$ cat src/rtl/pipeline_hazard_ctrl_pkg.sv
// Shared types and constants for the pipeline hazard controller.
package pipe_pkg;

  typedef enum logic [1:0] {
    RUN      = 2'd0,
    MEM_WAIT = 2'd1,
    ERROR    = 2'd2
  } state_t;

  localparam logic [1:0] FWD_RF  = 2'b00;
  localparam logic [1:0] FWD_WB  = 2'b01;
  localparam logic [1:0] FWD_MEM = 2'b10;

  localparam logic [4:0] REG_ZERO = 5'd0;

endpackage

$ cat src/rtl/pipeline_hazard_ctrl_if.sv
// Datapath <-> hazard controller bundle; the controller uses the slave view.
interface pipeline_hazard_ctrl_if #(
  parameter int unsigned CNT_W = 16
);
  logic [4:0]       if_id_rs, if_id_rt;
  logic [4:0]       id_ex_rs, id_ex_rt;
  logic             id_ex_memread;
  logic             ex_mem_regwrite;
  logic [4:0]       ex_mem_rd;
  logic             mem_wb_regwrite;
  logic [4:0]       mem_wb_rd;
  logic             ex_mem_memaccess;
  logic             dmem_ready;
  logic             branch_taken;
  logic             pc_we, if_id_we, id_ex_we, ex_mem_we;
  logic             if_id_flush, id_ex_flush, ex_mem_flush;
  logic             mem_wb_bubble;
  logic [1:0]       fwd_a, fwd_b;
  logic             dmem_err;
  logic [CNT_W-1:0] stall_count;

  modport master (
    output if_id_rs, if_id_rt, id_ex_rs, id_ex_rt, id_ex_memread,
           ex_mem_regwrite, ex_mem_rd, mem_wb_regwrite, mem_wb_rd,
           ex_mem_memaccess, dmem_ready, branch_taken,
    input  pc_we, if_id_we, id_ex_we, ex_mem_we,
           if_id_flush, id_ex_flush, ex_mem_flush, mem_wb_bubble,
           fwd_a, fwd_b, dmem_err, stall_count
  );

  modport slave (
    input  if_id_rs, if_id_rt, id_ex_rs, id_ex_rt, id_ex_memread,
           ex_mem_regwrite, ex_mem_rd, mem_wb_regwrite, mem_wb_rd,
           ex_mem_memaccess, dmem_ready, branch_taken,
    output pc_we, if_id_we, id_ex_we, ex_mem_we,
           if_id_flush, id_ex_flush, ex_mem_flush, mem_wb_bubble,
           fwd_a, fwd_b, dmem_err, stall_count
  );
endinterface

$ cat src/rtl/pipeline_hazard_ctrl_forward_unit.sv
// Combinational EX-stage operand forwarding select for one source register.
module forward_unit
  import pipe_pkg::*;
(
  input  logic [4:0] src,
  input  logic       ex_mem_regwrite,
  input  logic [4:0] ex_mem_rd,
  input  logic       mem_wb_regwrite,
  input  logic [4:0] mem_wb_rd,
  output logic [1:0] fwd
);
  always_comb begin
    fwd = FWD_RF;
    if (ex_mem_regwrite && ex_mem_rd != REG_ZERO && ex_mem_rd == src)
      fwd = FWD_MEM;
    else if (mem_wb_regwrite && mem_wb_rd != REG_ZERO && mem_wb_rd == src)
      fwd = FWD_WB;
  end
endmodule

$ cat src/rtl/pipeline_hazard_ctrl.sv
// Hazard/sequencing controller: pipeline register enables, flushes,
// forwarding selects and the data-memory wait/timeout state machine.
module pipeline_hazard_ctrl
  import pipe_pkg::*;
#(
  parameter int unsigned TIMEOUT = 64,
  parameter int unsigned CNT_W   = 16
) (
  input  logic                  clk,
  input  logic                  rst_n,
  pipeline_hazard_ctrl_if.slave hz
);
  localparam int unsigned WAIT_W = $clog2(TIMEOUT);
  localparam logic [WAIT_W-1:0] WAIT_LAST = WAIT_W'(TIMEOUT - 1);

  state_t            state;
  logic [WAIT_W-1:0] wait_cnt, wait_inc;
  logic [CNT_W-1:0]  stall_cnt;
  logic              mem_stall, load_use;
  logic              pc_we, if_id_we, id_ex_we, ex_mem_we;
  logic              if_id_flush, id_ex_flush, ex_mem_flush, mem_wb_bubble;
  logic [1:0]        fwd_a_raw, fwd_b_raw;

  assign mem_stall = hz.ex_mem_memaccess && !hz.dmem_ready;
  assign load_use  = hz.id_ex_memread && hz.id_ex_rt != REG_ZERO &&
                     (hz.id_ex_rt == hz.if_id_rs || hz.id_ex_rt == hz.if_id_rt);
  assign wait_inc  = wait_cnt + WAIT_W'(1);

  // Reset is folded into the decode so the pipeline sees hold+flush while rst_n is low.
  always_comb begin
    {pc_we, if_id_we, id_ex_we, ex_mem_we}   = '1;
    {if_id_flush, id_ex_flush, ex_mem_flush} = '0;
    mem_wb_bubble = 1'b0;
    if (!rst_n) begin
      {pc_we, if_id_we, id_ex_we, ex_mem_we}   = '0;
      {if_id_flush, id_ex_flush, ex_mem_flush} = '1;
      mem_wb_bubble = 1'b1;
    end else if (state == ERROR || mem_stall) begin
      {pc_we, if_id_we, id_ex_we, ex_mem_we} = '0;
      mem_wb_bubble = 1'b1;
    end else if (hz.branch_taken) begin
      {if_id_flush, id_ex_flush, ex_mem_flush} = '1;
    end else if (load_use) begin
      pc_we       = 1'b0;
      if_id_we    = 1'b0;
      id_ex_flush = 1'b1;
    end
  end

  // The not-ready cycle seen in RUN counts toward the timeout, hence the
  // comparison on the incremented value.
  always_ff @(posedge clk or negedge rst_n) begin
    if (!rst_n) begin
      state     <= RUN;
      wait_cnt  <= '0;
      stall_cnt <= '0;
    end else begin
      if (!pc_we && stall_cnt != '1)
        stall_cnt <= stall_cnt + CNT_W'(1);
      case (state)
        RUN: begin
          wait_cnt <= '0;
          if (mem_stall) state <= MEM_WAIT;
        end
        MEM_WAIT: begin
          if (hz.dmem_ready) begin
            state    <= RUN;
            wait_cnt <= '0;
          end else if (wait_inc == WAIT_LAST) begin
            state <= ERROR;
          end else begin
            wait_cnt <= wait_inc;
          end
        end
        default: ;
      endcase
    end
  end

  forward_unit u_fwd_a (
    .src             (hz.id_ex_rs),
    .ex_mem_regwrite (hz.ex_mem_regwrite),
    .ex_mem_rd       (hz.ex_mem_rd),
    .mem_wb_regwrite (hz.mem_wb_regwrite),
    .mem_wb_rd       (hz.mem_wb_rd),
    .fwd             (fwd_a_raw)
  );

  forward_unit u_fwd_b (
    .src             (hz.id_ex_rt),
    .ex_mem_regwrite (hz.ex_mem_regwrite),
    .ex_mem_rd       (hz.ex_mem_rd),
    .mem_wb_regwrite (hz.mem_wb_regwrite),
    .mem_wb_rd       (hz.mem_wb_rd),
    .fwd             (fwd_b_raw)
  );

  assign hz.pc_we         = pc_we;
  assign hz.if_id_we      = if_id_we;
  assign hz.id_ex_we      = id_ex_we;
  assign hz.ex_mem_we     = ex_mem_we;
  assign hz.if_id_flush   = if_id_flush;
  assign hz.id_ex_flush   = id_ex_flush;
  assign hz.ex_mem_flush  = ex_mem_flush;
  assign hz.mem_wb_bubble = mem_wb_bubble;
  assign hz.fwd_a         = rst_n ? fwd_a_raw : FWD_RF;
  assign hz.fwd_b         = rst_n ? fwd_b_raw : FWD_RF;
  assign hz.dmem_err      = (state == ERROR);
  assign hz.stall_count   = stall_cnt;

endmodule
$ cat src/flat_wrapper.sv
// flat-port wrapper written by rule: the top's interface ports become plain ports
module pipeline_hazard_ctrl_flat import pipe_pkg::*;
#(
  parameter int unsigned TIMEOUT = 64,
  parameter int unsigned CNT_W   = 16
)
  (clk, rst_n, hz_if_id_rs, hz_if_id_rt, hz_id_ex_rs, hz_id_ex_rt, hz_id_ex_memread, hz_ex_mem_regwrite, hz_ex_mem_rd, hz_mem_wb_regwrite, hz_mem_wb_rd, hz_ex_mem_memaccess, hz_dmem_ready, hz_branch_taken, hz_pc_we, hz_if_id_we, hz_id_ex_we, hz_ex_mem_we, hz_if_id_flush, hz_id_ex_flush, hz_ex_mem_flush, hz_mem_wb_bubble, hz_fwd_a, hz_fwd_b, hz_dmem_err, hz_stall_count);
  pipeline_hazard_ctrl_if #(.CNT_W(CNT_W)) hz_i ();
  input  logic clk;
  input  logic rst_n;
  input wire logic [$bits(hz_i.if_id_rs)-1:0] hz_if_id_rs;
  input wire logic [$bits(hz_i.if_id_rt)-1:0] hz_if_id_rt;
  input wire logic [$bits(hz_i.id_ex_rs)-1:0] hz_id_ex_rs;
  input wire logic [$bits(hz_i.id_ex_rt)-1:0] hz_id_ex_rt;
  input wire logic [$bits(hz_i.id_ex_memread)-1:0] hz_id_ex_memread;
  input wire logic [$bits(hz_i.ex_mem_regwrite)-1:0] hz_ex_mem_regwrite;
  input wire logic [$bits(hz_i.ex_mem_rd)-1:0] hz_ex_mem_rd;
  input wire logic [$bits(hz_i.mem_wb_regwrite)-1:0] hz_mem_wb_regwrite;
  input wire logic [$bits(hz_i.mem_wb_rd)-1:0] hz_mem_wb_rd;
  input wire logic [$bits(hz_i.ex_mem_memaccess)-1:0] hz_ex_mem_memaccess;
  input wire logic [$bits(hz_i.dmem_ready)-1:0] hz_dmem_ready;
  input wire logic [$bits(hz_i.branch_taken)-1:0] hz_branch_taken;
  output wire logic [$bits(hz_i.pc_we)-1:0] hz_pc_we;
  output wire logic [$bits(hz_i.if_id_we)-1:0] hz_if_id_we;
  output wire logic [$bits(hz_i.id_ex_we)-1:0] hz_id_ex_we;
  output wire logic [$bits(hz_i.ex_mem_we)-1:0] hz_ex_mem_we;
  output wire logic [$bits(hz_i.if_id_flush)-1:0] hz_if_id_flush;
  output wire logic [$bits(hz_i.id_ex_flush)-1:0] hz_id_ex_flush;
  output wire logic [$bits(hz_i.ex_mem_flush)-1:0] hz_ex_mem_flush;
  output wire logic [$bits(hz_i.mem_wb_bubble)-1:0] hz_mem_wb_bubble;
  output wire logic [$bits(hz_i.fwd_a)-1:0] hz_fwd_a;
  output wire logic [$bits(hz_i.fwd_b)-1:0] hz_fwd_b;
  output wire logic [$bits(hz_i.dmem_err)-1:0] hz_dmem_err;
  output wire logic [$bits(hz_i.stall_count)-1:0] hz_stall_count;
  assign hz_i.if_id_rs = hz_if_id_rs;
  assign hz_i.if_id_rt = hz_if_id_rt;
  assign hz_i.id_ex_rs = hz_id_ex_rs;
  assign hz_i.id_ex_rt = hz_id_ex_rt;
  assign hz_i.id_ex_memread = hz_id_ex_memread;
  assign hz_i.ex_mem_regwrite = hz_ex_mem_regwrite;
  assign hz_i.ex_mem_rd = hz_ex_mem_rd;
  assign hz_i.mem_wb_regwrite = hz_mem_wb_regwrite;
  assign hz_i.mem_wb_rd = hz_mem_wb_rd;
  assign hz_i.ex_mem_memaccess = hz_ex_mem_memaccess;
  assign hz_i.dmem_ready = hz_dmem_ready;
  assign hz_i.branch_taken = hz_branch_taken;
  assign hz_pc_we = hz_i.pc_we;
  assign hz_if_id_we = hz_i.if_id_we;
  assign hz_id_ex_we = hz_i.id_ex_we;
  assign hz_ex_mem_we = hz_i.ex_mem_we;
  assign hz_if_id_flush = hz_i.if_id_flush;
  assign hz_id_ex_flush = hz_i.id_ex_flush;
  assign hz_ex_mem_flush = hz_i.ex_mem_flush;
  assign hz_mem_wb_bubble = hz_i.mem_wb_bubble;
  assign hz_fwd_a = hz_i.fwd_a;
  assign hz_fwd_b = hz_i.fwd_b;
  assign hz_dmem_err = hz_i.dmem_err;
  assign hz_stall_count = hz_i.stall_count;
  pipeline_hazard_ctrl #(.TIMEOUT(TIMEOUT), .CNT_W(CNT_W)) u_core (.clk(clk), .rst_n(rst_n), .hz(hz_i));
endmodule
$ cat config.mk
export PLATFORM = sky130hd
export DESIGN_NAME = pipeline_hazard_ctrl_flat
export DESIGN_NICKNAME = d
export VERILOG_FILES = /design/src/rtl/pipeline_hazard_ctrl_pkg.sv /design/src/rtl/pipeline_hazard_ctrl_if.sv /design/src/rtl/pipeline_hazard_ctrl_forward_unit.sv /design/src/rtl/pipeline_hazard_ctrl.sv /design/src/flat_wrapper.sv
export SDC_FILE = /design/constraint.sdc
export NUM_CORES = 1
export LEC_CHECK = 0
export ABC_AREA = 1
export CAP_MARGIN = 25
export CORE_ASPECT_RATIO = 0.5
export CORE_MARGIN = 5
export CORE_UTILIZATION = 45
export CTS_CLUSTER_DIAMETER = 100
export DETAILED_ROUTE_END_ITERATION = 6
export PLACE_DENSITY_LB_ADDON = 0.2
export REMOVE_ABC_BUFFERS = 1
export SLEW_MARGIN = 15
export SYNTH_ARGS = -nofsm -noshare
export SYNTH_HDL_FRONTEND = slang
export SYNTH_SLANG_ARGS = --single-unit
$ cat constraint.sdc
create_clock -name clk -period 3.3 [get_ports clk]
set_clock_uncertainty 0.2 [all_clocks]
set_input_delay 0.66 -clock clk [delete_from_list [all_inputs] [get_ports clk]]
set_output_delay 0.66 -clock clk [all_outputs]
set_load 0.1 [all_outputs]
==> metrics.md <==
| Metric | Value |
|---|---|
| CP Max Fanout | `5` |
| Via density | `4.97` |
| Post-synthesis cell area | `0.00201 mm²` |
| Status | `finished, final reports clean` |
| Num rows | `17` |
| DR vias | `2072` |
| Cells after synthesis | `292` |
| Final Routed Wirelength | `5670 µm` |
| Die ar. | `0.00598 mm²` |
| Power per Cell Area | `244 mW/mm²` |
| Num CTS Buffers | `3` |
| Global-route wire length before repair | `9480 µm` |
| Total global-route track usage | `19.3%` |
| GR met2 Demand/Resource | `31.5%` |
| Core area | `0.00436 mm²` |
| Residual DRC count | `0` |
| DRT antenna net count | `0` |
| Complex-gate fraction of the synthesized area | `6.17%` |
| Hold Path Class | `register to register` |
| Syn avg cell area | `6.87 µm²` |
| Adder-Cell Fraction of Synth Area | `1.87%` |
| Initial antenna violation count | `0` |
| M3 GR Usage | `4.41%` |
| CTS tree | `done` |
| Vias in the first global route | `1934` |
| Max-Slew Margin vs Limit | `63.2%` |
| GPL Wtd Cong | `0.866` |
| Clk Latency, worst-skew pair | `270 ps` |
| Final Max Tran Viols | `0` |
| Starting Density | `46.0%` |
| CP arrival | `2360 ps` |
| Largest net degree at the start of global routing | `27` |
| Initial drt markers | `71` |
| Gr ovfl total | `0` |
| XOR/XNOR Fraction of Synth Area | `14.0%` |
| DP Cell Count | `413` |
| H-tree depth | `1` |
| M1 GR Usage | `26.6%` |
| RSZ-0062 raised after global routing | `false` |
| Async SR Flop Fraction | `100%` |
| Reg clk slew, reported paths | `80 ps` |
| CTS root buf | `clkbuf_8` |
| Antenna cells | `0` |
| Busiest layer in global routing | `met2` |
| IO buf count | `66` |
| Fillers | `383` |
| WS Path Type | `primary input to output port` |
| Worst vdd rail ir drop | `291 µV` |
| CP startpoint kind | `primary input` |
| Commonest non-fill, non-tap cell in the layout | `nand2_1` |
| Hold slack | `310 ps` |
| Simple-Gate Fraction of Synth Area | `38.4%` |
| Multiplexer share of the synthesized area | `0%` |
| EDFF count, synth | `0` |
| Worst-margin pin slew | `547 ps` |
| Tmin final | `3220 ps` |
| Layout net count | `402` |
| P&R area growth vs syn | `44.3%` |
| Post-synthesis register bit count | `24` |
| Largest family of logic cells by synthesized area | `simple AND/OR/NAND/NOR gates` |
| Maxcap violations | `0` |
| Leak | `0.00144 µW` |
| Clk sinks | `24` |
| Commonest cells after routing, fill and taps aside | `nand2_1, clkdlybuf4s50_1, nand3_1, inv_1` |
| CTS max path bufs | `2` |
| Tcrit/Tclk final | `97.6%` |
| Crit end category | `output port` |
| Synth cell types | `29` |
| Yosys warns | `0` |
| # IOs | `67` |
| Post-route insts no fill | `417` |
| # setup viols final | `0` |
| Pre-Repair DR Iteration Count | `4` |
| DPL Wire Length | `4510 µm` |
| Final number of hold-violating endpoints | `0` |
| Critical path required time | `2440 ps` |
| Share of post-route cells with drive strength above 1 | `16.9%` |
| WL/cell | `13.6 µm` |
| Fmax | `310 MHz` |
| Register area share after synthesis | `29.9%` |
| Ys flop type | `dfrtp_1` |
| Die height | `57.2 µm` |
| Width of the chip | `104 µm` |
-- kinds of logic after synthesis --
logic type,count (synthesis)
simple gates,168
xor+xnor,32
fa+ha+maj,3
buf+inv,45
flops,24
compound gates,20
-- critical path, stage by stage --
cell and delay (ps):
clkdlybuf4s50_1 620, inv_2 60, nand2_1 60, nand2_1 60, nor2_1 110, nand3_1 90, nand2_1 100, a21oi_1 60
o21ai_0 210, buf_4 170, buf_12 160
-- metal layers --
metal / vias up / wire, µm
met5: - / 0
met4: 0 / 27
met3: 2 / 441
met2: 63 / 2520
met1: 943 / 2680
li1: 1064 / -
-- state kept, by name, indices dropped and copies added, names as in the netlist --
| name | flops |
|---|---|
| u_core.hz.stall_count | 16 |
| u_core.state | 2 |
| u_core.wait_cnt | 6 |
-- final cells by class --
class	count	area (µm²)	area share [%]
clock buffers	3	41.3	1.43
clock inverters	1	30.0	1.04
multi-input cells	223	1220	42.1
well taps	57	71.3	2.46
flip-flops and latches	24	601	20.7
inverters	36	135	4.67
repair buffers	73	798	27.6
-- worst paths after layout --
check	cells after the start	slack [ps]	endpoint	start
setup / recovery	11	80	hz_id_ex_flush	hz_id_ex_rt[2]
max in group asynchronous	2	1970	u_core.state[1]	rst_n
hold reg to reg	2	310	u_core.hz.stall_count[15]	u_core.hz.stall_count[15]
hold / removal	2	310	u_core.hz.stall_count[15]	u_core.hz.stall_count[15]
setup reg to reg	8	1210	u_core.hz.stall_count[14]	u_core.hz.stall_count[0]
min in group asynchronous	2	680	u_core.wait_cnt[4]	rst_n
-- metrics by stage --
step                      area [µm²]  setup TNS [ps]  setup slack, ps  total power (µW)  utilization (%)
after floorplan                 1950          -39190            -2550               363                -
after global placement          2810               0              101               449             64.4
after detailed placement        2810               0             37.7               452             64.4
after CTS                       2880               0             34.7               714             66.1
after global routing            2900               0             19.0               740             66.4
final                           2900               0             79.0               706             66.4
-- synthesized netlist by cell type (3+ instances only) --
master	count	area, µm²
nor2_1	23	86.3
inv_2	7	26.3
buf_4	3	22.5
nand2_1	86	323
xor2_1	18	158
a21oi_1	5	25.0
nand3_1	30	150
o21ai_0	8	40.0
dfrtp_1	24	601
buf_2	5	25.0
nor3_1	9	45.0
xnor2_1	14	123
inv_1	29	109
ha_1	3	37.5
or2_2	4	25.0
nand4_1	6	37.5
-- what timing repair did --
item | 4_1_cts | 5_1_grt
resized for setup | 0 | 4
setup buffers | 0 | 0
hold buffers | 0 | 0
setup endpoints to repair | 0 | 3
-- power by group --
part	switching (µW)	internal [µW]	leakage, µW
clock network	95.6	162	0.0000357
registers	0	294	0.000316
logic	78.5	75.5	0.00109
Power figures use the tool's default switching activity.
